### config.mk
export PLATFORM = sky130hd
export DESIGN_NAME = oam_dma_ctrl
export DESIGN_NICKNAME = d
export VERILOG_FILES = /design/src/rtl/oam_dma_ctrl.sv
export SDC_FILE = /design/constraint.sdc
export NUM_CORES = 1
export LEC_CHECK = 0
export CAP_MARGIN = 20
export CORE_ASPECT_RATIO = 0.75
export CORE_MARGIN = 2
export CORE_UTILIZATION = 45
export DETAILED_ROUTE_END_ITERATION = 10
export PLACE_DENSITY_LB_ADDON = 0.08
export REMOVE_ABC_BUFFERS = 1
export SLEW_MARGIN = 25
export SYNTH_ARGS = -nofsm -noshare
export SYNTH_HDL_FRONTEND = slang
export SYNTH_SLANG_ARGS = --single-unit
### constraint.sdc
create_clock -name clk -period 2.1 [get_ports clk]
set_clock_uncertainty 0.1 [all_clocks]
set_input_delay 0.21 -clock clk [delete_from_list [all_inputs] [get_ports clk]]
set_output_delay 0.21 -clock clk [all_outputs]
set_load 0.05 [all_outputs]
### src/rtl/oam_dma_ctrl.sv
// Purpose: sprite DMA engine; halts the 6502, copies one 256-byte page to the OAM data port, then returns the bus.
// Latency: halt begins the cycle after the trigger write; 513 or 514 halted cycles total depending on the get/put phase.
// Backpressure: none on the system bus (zero-wait memory assumed); the CPU is stalled through cpu_rdy while busy.
module oam_dma_ctrl #(
    parameter int                    ADDR_WIDTH    = 16,
    parameter int                    REG_WIDTH     = 8,
    parameter logic [ADDR_WIDTH-1:0] DMA_REG_ADDR  = 16'h4014,
    parameter logic [ADDR_WIDTH-1:0] OAM_DATA_ADDR = 16'h2004
) (
    input  logic                  clk,
    input  logic                  reset,
    input  logic [ADDR_WIDTH-1:0] cpu_addr,
    input  logic [REG_WIDTH-1:0]  cpu_dout,
    input  logic                  cpu_we,
    output logic                  cpu_rdy,
    output logic [ADDR_WIDTH-1:0] bus_addr,
    output logic [REG_WIDTH-1:0]  bus_dout,
    output logic                  bus_we,
    input  logic [REG_WIDTH-1:0]  bus_din,
    output logic                  busy,
    output logic                  done
);

    typedef enum logic [2:0] {
        S_IDLE,
        S_HALT,
        S_ALIGN,
        S_READ,
        S_WRITE
    } state_t;

    state_t                state;
    logic [7:0]            page;
    logic [7:0]            idx;
    logic [REG_WIDTH-1:0]  data;
    // parity==0 marks a "get" cycle; reads are only ever placed on those
    logic                  parity;

    logic                  trigger;
    logic [ADDR_WIDTH-1:0] src_addr;
    logic [ADDR_WIDTH-1:0] halt_addr;

    assign trigger   = cpu_we && (cpu_addr == DMA_REG_ADDR);
    // Source never carries into the next page: idx is only 8 bits wide
    assign src_addr  = ADDR_WIDTH'({page, idx});
    assign halt_addr = ADDR_WIDTH'({page, 8'h00});

    // Sequencer: trigger capture, phase alignment and the read/write copy loop
    always_ff @(posedge clk or posedge reset) begin
        if (reset) begin
            state  <= S_IDLE;
            page   <= 8'h00;
            idx    <= 8'h00;
            data   <= '0;
            parity <= 1'b0;
            done   <= 1'b0;
        end else begin
            parity <= ~parity;
            done   <= 1'b0;
            case (state)
                S_IDLE: begin
                    if (trigger) begin
                        page  <= cpu_dout[7:0];
                        idx   <= 8'h00;
                        state <= S_HALT;
                    end
                end
                S_HALT: begin
                    // Skip ALIGN when the following cycle is already a get cycle
                    state <= parity ? S_READ : S_ALIGN;
                end
                S_ALIGN: begin
                    state <= S_READ;
                end
                S_READ: begin
                    data  <= bus_din;
                    state <= S_WRITE;
                end
                S_WRITE: begin
                    if (idx == 8'hFF) begin
                        done  <= 1'b1;
                        state <= S_IDLE;
                    end else begin
                        idx   <= idx + 8'd1;
                        state <= S_READ;
                    end
                end
                default: state <= S_IDLE;
            endcase
        end
    end

    // Bus arbitration: CPU owns the bus in IDLE, the DMA engine everywhere else
    always_comb begin
        busy     = (state != S_IDLE);
        cpu_rdy  = !busy;
        bus_addr = cpu_addr;
        bus_dout = cpu_dout;
        bus_we   = cpu_we;
        case (state)
            S_HALT, S_ALIGN: begin
                bus_addr = halt_addr;
                bus_dout = data;
                bus_we   = 1'b0;
            end
            S_READ: begin
                bus_addr = src_addr;
                bus_dout = data;
                bus_we   = 1'b0;
            end
            S_WRITE: begin
                bus_addr = OAM_DATA_ADDR;
                bus_dout = data;
                bus_we   = 1'b1;
            end
            default: begin
                bus_addr = cpu_addr;
                bus_dout = cpu_dout;
                bus_we   = cpu_we;
            end
        endcase
    end

endmodule

==> results by group, run 1 <==
Status
  • Status: complete, but fails checks
  • Failing checks: setup timing

Synth
  • Post-synth EDFFs: 0
  • Post-synth top area cell: dfrtp_1
  • Syn Area/Cell: 10.1 µm²
  • Syn Inst Count: 176
  • Async SR Flop Fraction: 100%
  • Yosys Warn Count: 0
  • Area share of the largest cell type after synthesis: 41.0%
  • Top post-synthesis cells by area: dfrtp_1 (41%), mux2_2 (15%), nand2_1 (5.1%)
  • Register bit total from synthesis: 29
  • Post-synth cell types: 41
  • Main flop type after synthesis: dfrtp_1
  • Sequential area share after synthesis: between 40% and 50%
  • Synth Cell Area: between 1500 and 2000 µm²

Clock tree
  • Htree depth: 2
  • # hold bufs at CTS: 0
  • Root Driver: clkbuf_8
  • CTS sink cnt: 29
  • Clock-pin slew on the worst setup and hold paths: roughly 0.06 ns
  • Clk_lat worst skew: 0.28 ns
  • Num CTS Buffers: 5
  • CTS tree: done
  • Number of buffers on the longest clock path: 2

Floorplanning
  • Die width: ~76 µm
  • Core Region: around 3700 µm²
  • Die ar.: 4450 µm²
  • # IOs: between 60 and 70
  • Die Ht: 58.3 µm
  • Rows: 19
  • Initial Utilization: 47.7%

Detailed routing
  • DR WL/cell: about 19 µm
  • ANT nets after route: 0
  • Routed WL: around 6 mm
  • Via count: 1,790
  • Starting DRC count in detailed routing: 210
  • DR vias/cell: 5.66
  • Drc violations: 0
  • Pre-antenna DRT Iters: 4

Global route
  • Tot GR Track Use: 23.8%
  • Total gr overflow: 0
  • Vias in the first global route: 1,705
  • Initial antenna violation count: 0
  • First-pass GRT wire length: 8.31 mm
  • Largest net degree at the start of global routing: 30

Power
  • P_leak: 0.00132 µW
  • Tot Pwr: 5890 µW
  • Flop pwr share: 15.2%
  • Switching portion of total power: 47.7%
  • Int Pwr: 3080 µW
  • Pwr/cell area: 1930 nW/µm²
  • Peak VDD IR: between 0.001 and 0.0015 V
  • Psw: 2810 µW
  • Comb power frac: 77.2%
  • Power share of the clock group: 7.6%

Layout
  • Area occupied by multi-input gates: 1060 µm²
  • Fill cells: 218
  • Final Non-Filler Cells: 316
  • Area delta synth->final: 72.7%
  • Final net count: 299
  • Final instance area: between 3000 and 4000 µm²
  • FF/Latch Area: 729 µm²
  • # diodes: 0
  • Share of post-route cells with drive strength above 1: 41.7%

Hold path
  • Worst Hold Class: in2async

Critical path
  • Cells along the critical path: buf_6 > nor2_4 > buf_12 > mux2i_1 > o22ai_2 > buf_12
  • R2r setup slk: ~0.16 ns
  • Most common cell on crit path: buf_12
  • Cell count of the worst reg-to-reg path: 6
  • Worst Setup End Kind: primary output
  • WP data required: 1.79 ns
  • Critical path arrival: ~1.8 ns
  • Max stage delay cell, worst path: dfrtp_2
  • Worst Path Max Fanout: 8
  • FF-to-FF End: page[4]
  • Startpoint types: flop
  • Crit path largest cell delay: 0.43 ns
  • Critical path class: reg2out
  • Crit path from: state[1]
  • Reg2reg start: state[1]

Place
  • Gpl congestion: slightly above 0.8
  • Area post-placement: 2680 µm²
  • Hpwl dp: 3.67 mm
  • Dpl cells: ~300
  • Input/output buffers: 62

Timing
  • Final hold slack: 0.209 ns
  • Fin Setup TNS: -0.0306 ns
  • Setup slack after layout: -0.0306 ns
  • Fin crit share: 101%
  • Minimum clock period: 2.13 ns
  • Max Slew Vio Count: 0
  • Worst Max-Slew Pin Slew: a little under 0.5 ns
  • Final Setup Violations: 1
  • Final hold vios: 0
  • Rel. slew slack: 67.3%
  • Max Fclk: 469 MHz

Job
  • Max cap viols: 0
[power groups by stage]
stage / Combinational [µW] / Sequential [µW] / Clock, µW
after floorplan: 2190 / 898 / 0
after global placement: 3710 / 888 / 0
after detailed placement: 3780 / 908 / 0
after CTS: 3880 / 869 / 449
after global routing: 4750 / 919 / 477
final: 4550 / 895 / 445
[timing repair]
item,4_1_cts,5_1_grt
gates cloned,0,3
pin swaps,0,2
setup endpoints to repair,8,20
gates resized for setup,6,35
buffers inserted,2,8
endpoints found under the hold margin,0,0
[worst max path at each step]
stage / endpoint / cells after the start
2_1_floorplan: bus_dout[0] / 4
3_3_place_gp: page[1] / 5
3_5_place_dp: page[1] / 5
4_1_cts: bus_addr[13] / 7
5_1_grt: bus_addr[8] / 6
6_report: bus_addr[8] / 6
[layout make-up]
cell class                      count  share of cell area (%)
Timing Repair Buffer               91                    36.2
Multi-Input combinational cell    133                    34.8
Sequential cell                    29                    23.9
Clock buffer                        8                    2.62
Tap cell                           52                    2.13
Inverter                            3                   0.369
[critical path: cells and delay by family (launching register included)]
kind / cells / cell delay (ns)
buf+inv: 3 / 0.48
flops: 1 / 0.43
mux: 1 / 0.29
simple gates: 1 / 0.20
compound gates: 1 / 0.14
[synthesized netlist by cell type (all sizes together) (2+ instances only)]
cell     count
a21oi        3
nor2b        4
mux2        25
nand2b       2
nor3         6
buf          9
o2111ai      2
nand2       24
inv          3
a22o         7
o22ai        9
dfrtp       29
o21ai        9
nor4b        2
clkbuf       2
nor2         9
nand3        7
mux2i        8
o21bai       4
[per-layer routing]
metal  track usage (%)  wire length [µm]
met1              32.4              2450
met2              37.5              2950
met3              8.28               485
met4              4.94                97
met5                 0                 0
[kinds of logic after synthesis]
logic type      after synthesis  synth area share, %
buf+inv                      14                 4.53
mux                          33                 20.4
compound gates               37                 15.1
simple gates                 61                 17.6
flops                        29                 41.0
fa+ha+maj                     2                 1.27
[state kept, by name (all words and copies together) (netlist names)]
signal and flops:
data 8, done 1, page 8, state 3, parity 1, idx 8
[placed cells by master, fill, tap and decap left out, types with 3 or more instances in the layout]
cell type / count
o21ai_0: 4
o21ai_1: 4
a22o_1: 7
dfrtp_2: 3
clkbuf_1: 3
mux2_2: 23
nor2_1: 6
dfrtp_1: 26
nand2_1: 23
mux2i_2: 4
nand3_1: 7
nor3_1: 5
buf_4: 20
clkbuf_8: 5
nor2b_1: 4
mux2i_1: 4
clkdlybuf4s50_1: 35
buf_6: 12
buf_12: 20
o22ai_2: 7
[stage by stage]
step / setup WS, ns / utilization, %
global placement: -0.0745 / 72.2
finish: -0.0306 / 82.4
detailed placement: -0.0690 / 72.2
CTS: 0.00765 / 75.1
floorplan: -1.02 / -
global route: -0.0919 / 82.4
Power figures use the tool's default switching activity.
==> run 2, diff against run 1 <==
- CORE_ASPECT_RATIO: 0.75 -> 0.9
==> results by group, run 2 (synthesis gave the netlist of run 1 again) <==
Detailed routing
  • Via count: 1,795
  • DR vias/cell: 5.81
  • Pre-antenna DRT Iters: 4
  • DR WL/cell: 18.1 µm
  • Routed WL: approximately 5.6 mm
  • ANT nets after route: 0
  • Drc violations: 0
  • Starting DRC count in detailed routing: 151

Floorplanning
  • Die Ht: 63.5 µm
  • Rows: 21
  • # IOs: 63
  • Initial Utilization: 47.1%
  • Die width: 70.1 µm
  • Die ar.: between 4000 and 5000 µm²
  • Core Region: around 3800 µm²

Layout
  • Final net count: 298
  • # diodes: 0
  • Fill cells: approximately 220
  • Largest registers: data: 8 flops, idx: 8 flops, page: 8 flops
  • Commonest non-fill, non-tap cell in the layout: clkdlybuf4s50_1
  • Area occupied by multi-input gates: 1060 µm²
  • Share of post-route cells with drive strength above 1: roughly 40%
  • FF/Latch Area: between 700 and 800 µm²
  • Util after Layout: 81.3%
  • Area delta synth->final: 72.6%
  • Most frequent cells in the layout: clkdlybuf4s50_1 (35), dfrtp_1 (27), nand2_1 (23)

Power
  • Psw: 2760 µW
  • Pwr/cell area: 1930 nW/µm²
  • Comb power frac: 74.3%
  • Peak VDD IR: 0.00122 V
  • Int Pwr: 3130 µW
  • Power share of the clock group: 10.6%
  • P_leak: 0.00134 µW
  • Flop pwr share: 15.1%
  • Switching portion of total power: 46.8%

Place
  • Hpwl dp: 3.83 mm
  • Gpl congestion: between 0.8 and 0.9
  • Input/output buffers: 62

Clock tree
  • Clock-pin slew on the worst setup and hold paths: 0.07 ns
  • Clk_lat worst skew: 0.29 ns
  • Num CTS Buffers: 5
  • CTS sink cnt: 29
  • Number of buffers on the longest clock path: 2
  • Root Driver: clkbuf_8
  • CTS tree: done
  • Htree depth: 2

Global route
  • Vias in the first global route: 1,754
  • Largest net degree at the start of global routing: 30
  • Initial antenna violation count: 0
  • Tot GR Track Use: between 20% and 30%
  • Total gr overflow: 0
  • First-pass GRT wire length: 8.40 mm

Timing
  • Fin crit share: 101%
  • Minimum clock period: around 2.1 ns
  • Max Slew Vio Count: 0
  • Max Fclk: 474 MHz
  • Rel. slew slack: 67.5%
  • Fin Setup TNS: -0.0105 ns
  • Setup slack after layout: -0.0105 ns
  • Final hold vios: 0
  • Final Setup Violations: 1
  • Final hold slack: between 0.2 and 0.25 ns
  • Worst Max-Slew Pin Slew: 0.487 ns
  • RSZ-0062 raised after global routing: yes

Critical path
  • Most common cell on crit path: buf_6
  • Startpoint types: flop
  • Critical path arrival: approximately 1.8 ns
  • Crit path largest cell delay: 0.45 ns
  • Cells along the critical path: buf_6 > nor2_4 > buf_6 > mux2i_1 > o22ai_1 > buf_12
  • WP data required: 1.79 ns
  • Critical path class: reg2out
  • Worst Setup End Kind: primary output
  • Max stage delay cell, worst path: dfrtp_2
  • Worst Path Max Fanout: 7

Status
  • Failing checks: setup timing
  • Status: complete, but fails checks

Job
  • Max cap viols: 0

Hold path
  • Worst Hold Class: in2async
==> run 2: cell types whose count changed in the layout (fill, tap and decap cells not counted), moves of 2 or more <==
cell / delta
mux2i_1: +3
mux2_2: -3
clkbuf_16: -2
mux2_4: +3
o22ai_2: -5
mux2i_2: -3
clkbuf_1: -3
buf_8: +4
a22o_4: +3
o22ai_1: +5
a22o_1: -3
==> run 2: final timing paths <==
path | from | end | slack, ns | depth (start not counted)
max reg2reg | state[0] | idx[2] | 0.23 | 6
min in group clk | parity | parity | 0.34 | 1
min reg2reg | parity | parity | 0.34 | 1
max | state[0] | bus_addr[9] | -0.01 | 6
max in group asynchronous | reset | state[0] | 1.38 | 3
min | reset | data[2] | 0.21 | 3
==> run 2: cell type report <==
type	count	area share, %
Timing Repair Buffer	90	35.3
Tap cell	46	1.88
Multi-Input combinational cell	133	34.7
Clock inverter	2	1.23
Clock buffer	6	2.70
Inverter	3	0.369
Sequential cell	29	23.8
==> run 2: power by group through the flow <==
stage	Combinational [µW]	Clock, µW	Sequential (µW)
floorplan	2190	0	898
global placement	3760	0	877
detailed placement	3820	0	891
CTS	3980	625	869
global route	4550	654	918
finish	4370	626	890
==> run 2: routing by layer <==
| metal | wire [µm] | vias to the layer above | track usage, % |
|---|---|---|---|
| li1 | - | 817 | - |
| met1 | 2240 | 892 | 30.1 |
| met2 | 2930 | 75 | 42.1 |
| met3 | 353 | 11 | 6.56 |
| met4 | 76 | 0 | 6.25 |
| met5 | 0 | - | 0 |
==> run 2: worst max-delay path, delay by kind of cell (launching register included) <==
family                 cells  cell delay [ns]
buffers and inverters      3             0.49
DFF                        1             0.45
muxes                      1             0.25
AOI/OAI and AO/OA          1             0.17
and+or+nand+nor            1             0.15
==> run 2: per-stage QoR <==
| step | setup slack, ns | std cells | area [µm²] | total power [µW] |
|---|---|---|---|---|
| 4_1_cts | -0.0189 | 305 | 2880 | 5470 |
| 6_report | -0.0105 | 309 | 3050 | 5890 |
| 3_5_place_dp | -0.0629 | 294 | 2710 | 4710 |
| 3_3_place_gp | -0.0174 | 294 | 2710 | 4640 |
| 2_1_floorplan | -1.02 | 165 | 1700 | 3080 |
| 5_1_grt | -0.0354 | 309 | 3050 | 6120 |
==> run 2: timing repair <==
| action | in CTS | in global routing |
|---|---|---|
| resized for setup | 11 | 32 |
| hold buffers | 0 | 0 |
| setup buffers | 2 | 3 |
| gates cloned | 1 | 1 |
| setup endpoints to repair | 12 | 21 |
| pin swaps | 1 | 4 |
